`src/rtl/logic_unit_sched.sv`:
```
// Round-robin scheduler that shares one two-stage OR/XOR unit (f = a|b, g = f^b)
// between NREQ requesters and returns f, g and the winner ID over valid/ready.
module logic_unit_sched #(
  parameter int NREQ = 4,
  parameter int W    = 8,
  parameter int IDW  = $clog2(NREQ)
) (
  input  logic              clk,
  input  logic              rst,
  input  logic [NREQ-1:0]   req,
  input  logic [NREQ*W-1:0] a_in,
  input  logic [NREQ*W-1:0] b_in,
  output logic [NREQ-1:0]   gnt,
  output logic              busy,
  output logic              res_valid,
  input  logic              res_ready,
  output logic [IDW-1:0]    res_id,
  output logic [W-1:0]      res_f,
  output logic [W-1:0]      res_g
);

  localparam logic [1:0] IDLE = 2'd0;
  localparam logic [1:0] S1   = 2'd1;
  localparam logic [1:0] S2   = 2'd2;
  localparam logic [1:0] DONE = 2'd3;

  logic [1:0]      state_q, state_d;
  logic [IDW-1:0]  ptr_q, ptr_d;
  logic [W-1:0]    op_a_q, op_a_d, op_b_q, op_b_d;
  logic [IDW-1:0]  op_id_q, op_id_d;
  logic [W-1:0]    f_q, f_d, g_q, g_d;
  logic [NREQ-1:0] gnt_q, gnt_d;
  logic            res_valid_q, res_valid_d;
  logic [IDW-1:0]  res_id_q, res_id_d;
  logic [W-1:0]    res_f_q, res_f_d, res_g_q, res_g_d;

  logic [IDW-1:0]  winner, hi_idx, lo_idx;
  logic            hi_found;
  logic [W-1:0]    win_a, win_b;

  // Circular search: lowest set bit at or above ptr, else lowest set bit overall.
  // Scanning downward lets the last hit in each category be the lowest index.
  always_comb begin
    hi_idx   = '0;
    lo_idx   = '0;
    hi_found = 1'b0;
    for (int i = NREQ - 1; i >= 0; i--) begin
      if (req[i]) begin
        lo_idx = IDW'(i);
        if (IDW'(i) >= ptr_q) begin
          hi_idx   = IDW'(i);
          hi_found = 1'b1;
        end
      end
    end
    winner = hi_found ? hi_idx : lo_idx;
  end

  always_comb begin
    win_a = '0;
    win_b = '0;
    for (int i = 0; i < NREQ; i++) begin
      if (winner == IDW'(i)) begin
        win_a = a_in[i*W +: W];
        win_b = b_in[i*W +: W];
      end
    end
  end

  always_comb begin
    // NOTE: every next-state value defaults to its current value first, so no
    // path through the case statement can leave a signal unassigned (no latches).
    state_d     = state_q;
    ptr_d       = ptr_q;
    op_a_d      = op_a_q;
    op_b_d      = op_b_q;
    op_id_d     = op_id_q;
    f_d         = f_q;
    g_d         = g_q;
    gnt_d       = gnt_q;
    res_valid_d = res_valid_q;
    res_id_d    = res_id_q;
    res_f_d     = res_f_q;
    res_g_d     = res_g_q;
    case (state_q)
      IDLE: begin
        if (|req) begin
          op_a_d  = win_a;
          op_b_d  = win_b;
          op_id_d = winner;
          gnt_d   = NREQ'(1) << winner;
          ptr_d   = (winner == IDW'(NREQ - 1)) ? '0 : winner + IDW'(1);
          state_d = S1;
        end
      end
      S1: begin
        f_d     = op_a_q | op_b_q;
        gnt_d   = '0;
        state_d = S2;
      end
      S2: begin
        g_d         = f_q ^ op_b_q;
        res_valid_d = 1'b1;
        res_f_d     = f_q;
        res_g_d     = f_q ^ op_b_q;
        res_id_d    = op_id_q;
        state_d     = DONE;
      end
      DONE: begin
        // Result fields are left untouched so they persist after the handshake.
        if (res_ready) begin
          res_valid_d = 1'b0;
          state_d     = IDLE;
        end
      end
      default: state_d = IDLE;
    endcase
  end

  // NOTE: sequential state uses non-blocking assignments so every register
  // samples the pre-edge values, independent of statement order.
  always_ff @(posedge clk or posedge rst) begin
    if (rst) begin
      state_q     <= IDLE;
      ptr_q       <= '0;
      op_a_q      <= '0;
      op_b_q      <= '0;
      op_id_q     <= '0;
      f_q         <= '0;
      g_q         <= '0;
      gnt_q       <= '0;
      res_valid_q <= 1'b0;
      res_id_q    <= '0;
      res_f_q     <= '0;
      res_g_q     <= '0;
    end else begin
      state_q     <= state_d;
      ptr_q       <= ptr_d;
      op_a_q      <= op_a_d;
      op_b_q      <= op_b_d;
      op_id_q     <= op_id_d;
      f_q         <= f_d;
      g_q         <= g_d;
      gnt_q       <= gnt_d;
      res_valid_q <= res_valid_d;
      res_id_q    <= res_id_d;
      res_f_q     <= res_f_d;
      res_g_q     <= res_g_d;
    end
  end

  assign gnt       = gnt_q;
  assign busy      = (state_q != IDLE);
  assign res_valid = res_valid_q;
  assign res_id    = res_id_q;
  assign res_f     = res_f_q;
  assign res_g     = res_g_q;

endmodule

```
`config.mk`:
```
export PLATFORM = sky130hd
export DESIGN_NAME = logic_unit_sched
export DESIGN_NICKNAME = d
export VERILOG_FILES = /design/src/rtl/logic_unit_sched.sv
export SDC_FILE = /design/constraint.sdc
export NUM_CORES = 1
export LEC_CHECK = 0
export CORE_ASPECT_RATIO = 0.7
export CORE_MARGIN = 5
export CORE_UTILIZATION = 49
export DETAILED_ROUTE_END_ITERATION = 8
export PLACE_DENSITY = 0.86
export SLEW_MARGIN = 20
export SYNTH_ARGS = -nofsm -noshare
export SYNTH_HDL_FRONTEND = slang
export SYNTH_SLANG_ARGS = --single-unit
```
`constraint.sdc`:
```
create_clock -name clk -period 5.8 [get_ports clk]
set_input_delay 0.87 -clock clk [delete_from_list [all_inputs] [get_ports clk]]
set_output_delay 0.87 -clock clk [all_outputs]
set_load 0.03 [all_outputs]
```
=== Word level (Yosys, flattened, before mapping) ===
Cells that the tools add are included.

* Output and inout port bits: 24
* Flip-flop bits (word level): 53
* Input port bits: 71

* Bitwise operators: 2
* Reduce and logical (&&, ||, !) cells: 10
* Shift operators: 1
* Muxes and demuxes: 37
* Eq/ne operators: 8
* $add $sub $neg: 1
* $lt $le $gt $ge: 4

{| class="wikitable"
|+ Operators with widths
! operator !! count
|-
| 2-to-1 mux 8 bit || 8
|-
| 2-to-1 mux 2 bit || 16
|-
| 2-to-1 mux 1 bit || 9
|-
| == test 2 bit, second input constant || 4
|-
| bitwise OR 8 bit || 1
|-
| case mux 2 bit (4 select lines) || 1
|-
| case mux 4 bit (2 select lines) || 1
|-
| AND reduction 2 bit || 4
|-
| XOR 8 bit || 1
|-
| nonzero test 2 bit || 3
|-
| == test 2 x 1 -> 1 bit, second input constant || 2
|-
| >= comparator 1 x 2 -> 1 bit, first input constant || 2
|-
| >= comparator 2 bit, first input constant || 2
|-
| zero test 2 bit || 2
|-
| 2-to-1 mux 4 bit || 1
|-
| != test 2 bit, second input constant || 2
|-
| OR reduction 4 bit || 1
|-
| << shifter 1 x 2 -> 4 bit, first input constant || 1
|-
| adder 2 x 1 -> 2 bit, second input constant || 1
|-
| case mux 1 bit (2 select lines) || 1
|}

=== Logic depth before layout (Yosys ltp) ===
* Depth in word-level cells: 15
* Gate-level depth with buffers: 9
* Depth with buffers taken out: 7

=== Worst setup path before layout ===
Ideal clock, no wire load.

* Path kind: input -> register
* Start: in req[2]
* End: reg op_a_q[0]
* Setup time: 135 ps
* Path slack: 3191 ps
* Buffers on the path: 2
* Cell stages on the path: 9
* Data required time: 5665 ps
* Data arrival time: 2474 ps
* Path through: mux2i_1 -> nor2_1 -> or3_1 -> ha_1 -> or2_1 -> clkbuf_1 -> buf_2 -> a221oi_1 -> o31ai_1

* Cells in the longest elaborated chain, start to end: 11

{| class="wikitable"
|+ Ends and longest elaborated chain
! element !! RTL line !! RTL
|-
| start, declared || 10 || <nowiki>input logic [NREQ-1:0] req,</nowiki>
|-
| 2-to-1 mux 2 bit / 2-to-1 mux 1 bit (equally long branches) || 48 || <nowiki>if (req[i]) begin</nowiki>
|-
| 2-to-1 mux 2 bit / 2-to-1 mux 1 bit (equally long branches) || 50 || <nowiki>if (IDW'(i) >= ptr_q) begin</nowiki>
|-
| 2-to-1 mux 2 bit / 2-to-1 mux 1 bit (equally long branches) || 48 ||
|-
| 2-to-1 mux 2 bit / 2-to-1 mux 1 bit (equally long branches) || 50 ||
|-
| 2-to-1 mux 2 bit / 2-to-1 mux 1 bit (equally long branches) || 48 ||
|-
| 2-to-1 mux 2 bit || 56 || <nowiki>winner = hi_found ? hi_idx : lo_idx;</nowiki>
|-
| zero test 2 bit || 63 || <nowiki>if (winner == IDW'(i)) begin</nowiki>
|-
| 2-to-1 mux 8 bit (4 in series) || 63 ||
|-
| end signal, assigned || 139 || <nowiki>op_a_q <= op_a_d;</nowiki>
|-
| end, declared || 29 || <nowiki>logic [W-1:0] op_a_q, op_a_d, op_b_q, op_b_d;</nowiki>
|}

Several ways; a longest one is shown, not always the timed one.
A chain may end at the register's enable or synchronous reset.

=== Final worst setup path ===
* Start: in req[2]
* End: reg op_b_q[1]

* Cells in the longest elaborated chain, start to end: 11

{| class="wikitable"
|+ Ends and longest elaborated chain
! element !! RTL line !! RTL
|-
| 2-to-1 mux 2 bit / 2-to-1 mux 1 bit (equally long branches) || 48 ||
|-
| 2-to-1 mux 2 bit / 2-to-1 mux 1 bit (equally long branches) || 50 ||
|-
| 2-to-1 mux 2 bit / 2-to-1 mux 1 bit (equally long branches) || 48 ||
|-
| 2-to-1 mux 2 bit / 2-to-1 mux 1 bit (equally long branches) || 50 ||
|-
| 2-to-1 mux 2 bit / 2-to-1 mux 1 bit (equally long branches) || 48 ||
|-
| 2-to-1 mux 2 bit || 56 ||
|-
| zero test 2 bit || 63 ||
|-
| 2-to-1 mux 8 bit (4 in series) || 63 ||
|-
| end signal, assigned || 140 || <nowiki>op_b_q <= op_b_d;</nowiki>
|-
| end, declared || 29 ||
|}

Several ways; a longest one is shown, not always the timed one.

==> results.yml <==
hold_path:
  min-delay-path-class: "reg -> reg"
grt:
  grt_antenna_before_repair: 0
  global_route_track_usage_on_met1_pct: 30.32
  first_global_vias: 2255
  track_usage_pct: 19.69
  grt_max_usage_layer: "met1"
  globalRoute.totalOverflow: 0
  grt_pass1_wl_mm: 11.27
  global_route.usage.met2_pct: 28.87
  grtUsageMet3_pct: 3.554
  grt_max_degree: 54
logic_synthesis:
  synth.yosys.seq_area_share_pct: 48.65
  synth.yosys.warnings: 0
  mappedNetlistArea_sq_um: 2726
  yosys_register_bits: 53
  main_combinational_cell_family_by_area_after_synthesis: "compound AO/OA/AOI/OAI gates"
  edff_count_synth: 0
  ys.flop_type: "sky130_fd_sc_hd__dfrtp_1"
  synth-compound-area-share_pct: 21.43
  muxShareOfSynthArea_pct: 5.278
  synth.avg_cell_area_sq_um: 10.06
  post_synth_inst_count: 271
  synth-async-reset-ratio_pct: 100.0
  yosys.area_share.adder_pct: 4.130
  synth.distinct_cells: 34
  post_synth_and_or_nand_nor_area_fraction_pct: 13.81
  synth.net_count: 351
  post_synthesis_share_of_cell_area_spent_on_xor_and_xnor_gates_pct: 2.570
power_and_ir_drop:
  power.sequential.fraction_pct: 34.4
  leakage_nw: 1.539
  share_comb_of_total_power_pct: 55.2
  ir_drop_mv: 0.1963
  power_report.internal_total_mw: 1.115
  power.switching_fraction_pct: 43.80
  power.net_switching_mw: 0.8692
  clkPwrFrac_pct: 10.4
  power_density_nw_per_um2: 525.8
sta:
  timing.final.max_slew_violations: 0
  grt_setup_unrepaired: "no"
  timing.hold.ws_ns: 0.5021
  finClkSkew_ns: 0.006410
  number_of_endpoints_failing_setup_at_the_final_stage: 0
  post-route-worst-setup-slack_ns: 2.143
  tns_ns: 0
  fin_crit_ns: 3.657
  final.period_utilization_pct: 63.05
  max_freq_mhz: 273.5
  relSlewSlack_pct: 31.68
  final_hold_viol_count: 0
  worst_slew_pin_slew_ns: 1.025
clocking:
  cts_repair_resize_count: 0
  clk-insertion-delay-late_ns: 0.30
  ctsLongestPathBuffers: 2
  numCtsBuffers: 5
  clk_pin_slew_ns: 0.09
  clock_sink_count: 53
  cts_max_level: 2
  cts_tree: "built"
  ctsRootBufferMaster: "sky130_fd_sc_hd__clkbuf_8"
  holdBufCountCts: 0
  post_cts_buffers: 0
final_layout:
  n_fill_cell: 394
  areaGrowthSynthToFinish_pct: 38.41
  drive_gt1_share_pct: 6.180
  insertedDiodeCount: 0
  layout.cells.most_common: "sky130_fd_sc_hd__clkdlybuf4s50_1"
  most-common-layout-cells: "sky130_fd_sc_hd__clkdlybuf4s50_1 (94), sky130_fd_sc_hd__dfrtp_1 (53), sky130_fd_sc_hd__nor2_1 (31)"
  design.final.nets: 435
  postLayoutCoreUtil_pct: 71.03
floorplanning:
  die_h_um: 72.41
  dieArea_sq_um: 7180
  initial_core_utilization_pct: 51.32
  coreArea_sq_um: 5313
  number_of_placement_rows: 22
  count_of_boundary_i_o_pins: 95
  dieWidth_um: 99.16
routing:
  detail_route.wl_per_cell_um: 16.47
  routed-via-count: 2348
  vias_per_cell: 5.486
  starting_drc_count_in_detailed_routing: 164
  drt_first_pass_iters: 4
  drt_wl_total_mm: 7.050
  postRouteAntennaNets: 0
  route.detailed.drc: 0
flow_run:
  max_cap_violations: 0
placement:
  numPortBuffers: 94
  place_hpwl_mm: 5.420
  routabilityCongestion: 0.8590
  placement.setup.worst_slack_ns: 1.866
worst_setup_path:
  crit_type: "in -> reg"
  critPathCaptureType: "flip-flop"
  critPathRequiredTime_ns: 5.97
  largest_driver_fanout_on_the_critical_path: 31
  crit_path_start_kind: "input pin"
  crit_arrival_ns: 3.83
status:
  outcome: "completed"
## state kept, by name, indices dropped and copies added (netlist names)
| register | flops |
|---|---|
| res_g | 8 |
| op_a_q | 8 |
| gnt | 4 |
| f_q | 8 |
| op_b_q | 8 |
| res_id | 2 |
| res_valid | 1 |
| ptr_q | 2 |
| res_f | 8 |
| state_q | 2 |
| op_id_q | 2 |
## routing by layer
layer  vias up  routed length (um)
met2       105                2965
met4         0                  55
met1      1093                3488
met5         -                   0
li1       1146                   -
met3         4                 540
## power by group through the flow
stage               clock, mW  sequential (mW)  combinational, mW
global route            0.228            0.704               1.20
floorplan                   0            0.799              0.623
CTS                     0.213            0.680               1.10
finish                  0.207            0.682               1.10
global placement            0            0.681               1.06
detailed placement          0            0.687               1.09
## layout make-up
class	count	area (sq um)	area share (%)
Clock buffer	5	68.82	1.824
Clock inverter	3	21.27	0.5637
Inverter	8	31.28	0.8289
Multi-Input combinational cell	192	1287	34.12
Sequential cell	53	1326	35.15
Tap cell	72	90.09	2.387
Timing Repair Buffer	95	948.4	25.13
## final timing paths
path / startpoint / end / slack [ns] / cells after the start
setup / recovery: req[2] / op_b_q[1]$_DFFE_PP0P_ / 2.14 / 8
hold / removal: op_a_q[0]$_DFFE_PP0P_ / op_a_q[0]$_DFFE_PP0P_ / 0.50 / 2
setup reg to reg: ptr_q[1]$_DFFE_PP0P_ / op_b_q[1]$_DFFE_PP0P_ / 2.95 / 7
hold reg to reg: op_a_q[0]$_DFFE_PP0P_ / op_a_q[0]$_DFFE_PP0P_ / 0.50 / 2
max in group asynchronous: rst / f_q[0]$_DFFE_PP0P_ / 4.21 / 2
min in group asynchronous: rst / res_f[7]$_DFFE_PP0P_ / 1.05 / 2
## worst max-delay path: stages
cell and delay [ns]:
sky130_fd_sc_hd__clkdlybuf4s50_1 0.56, sky130_fd_sc_hd__nor2b_1 0.22, sky130_fd_sc_hd__a221oi_1 0.45, sky130_fd_sc_hd__or2_1 0.20, sky130_fd_sc_hd__ha_1 0.78, sky130_fd_sc_hd__nor2b_1 0.11
sky130_fd_sc_hd__a221oi_1 0.50, sky130_fd_sc_hd__o31ai_1 0.13
## kinds of logic (layout without fill, tap and decap cells)
logic type | Yosys count | after routing
xor gates and xnor gates | 8 | 8
adders and majority gates | 9 | 9
and+or+nand+nor | 82 | 82
DFF | 53 | 53
buffers and inverters | 26 | 111
muxes | 13 | 13
AOI/OAI and AO/OA | 80 | 80
## Yosys cell counts (all sizes together), types with 8 or more instances
master | number | area share, %
dfrtp | 53 | 49
nor2 | 31 | 4.3
nand2 | 25 | 3.4
a21oi | 20 | 3.7
a221oi | 17 | 5.5
o31ai | 16 | 4.4
nor2b | 15 | 3.4
o22ai | 15 | 3.4
mux2 | 11 | 4.5
buf | 9 | 1.8
clkbuf | 9 | 1.2
ha | 9 | 4.1
inv | 8 | 1.1
xnor2 | 8 | 2.6
## per-stage QoR
stage	total power, mW	std cells	cell area (sq um)
after floorplan	1.422	271	2726
after global placement	1.746	420	3682
after detailed placement	1.782	420	3682
after CTS	1.991	428	3772
after global routing	2.134	428	3774
final	1.984	428	3774
Note: power is estimated with default switching activity, not from simulation.
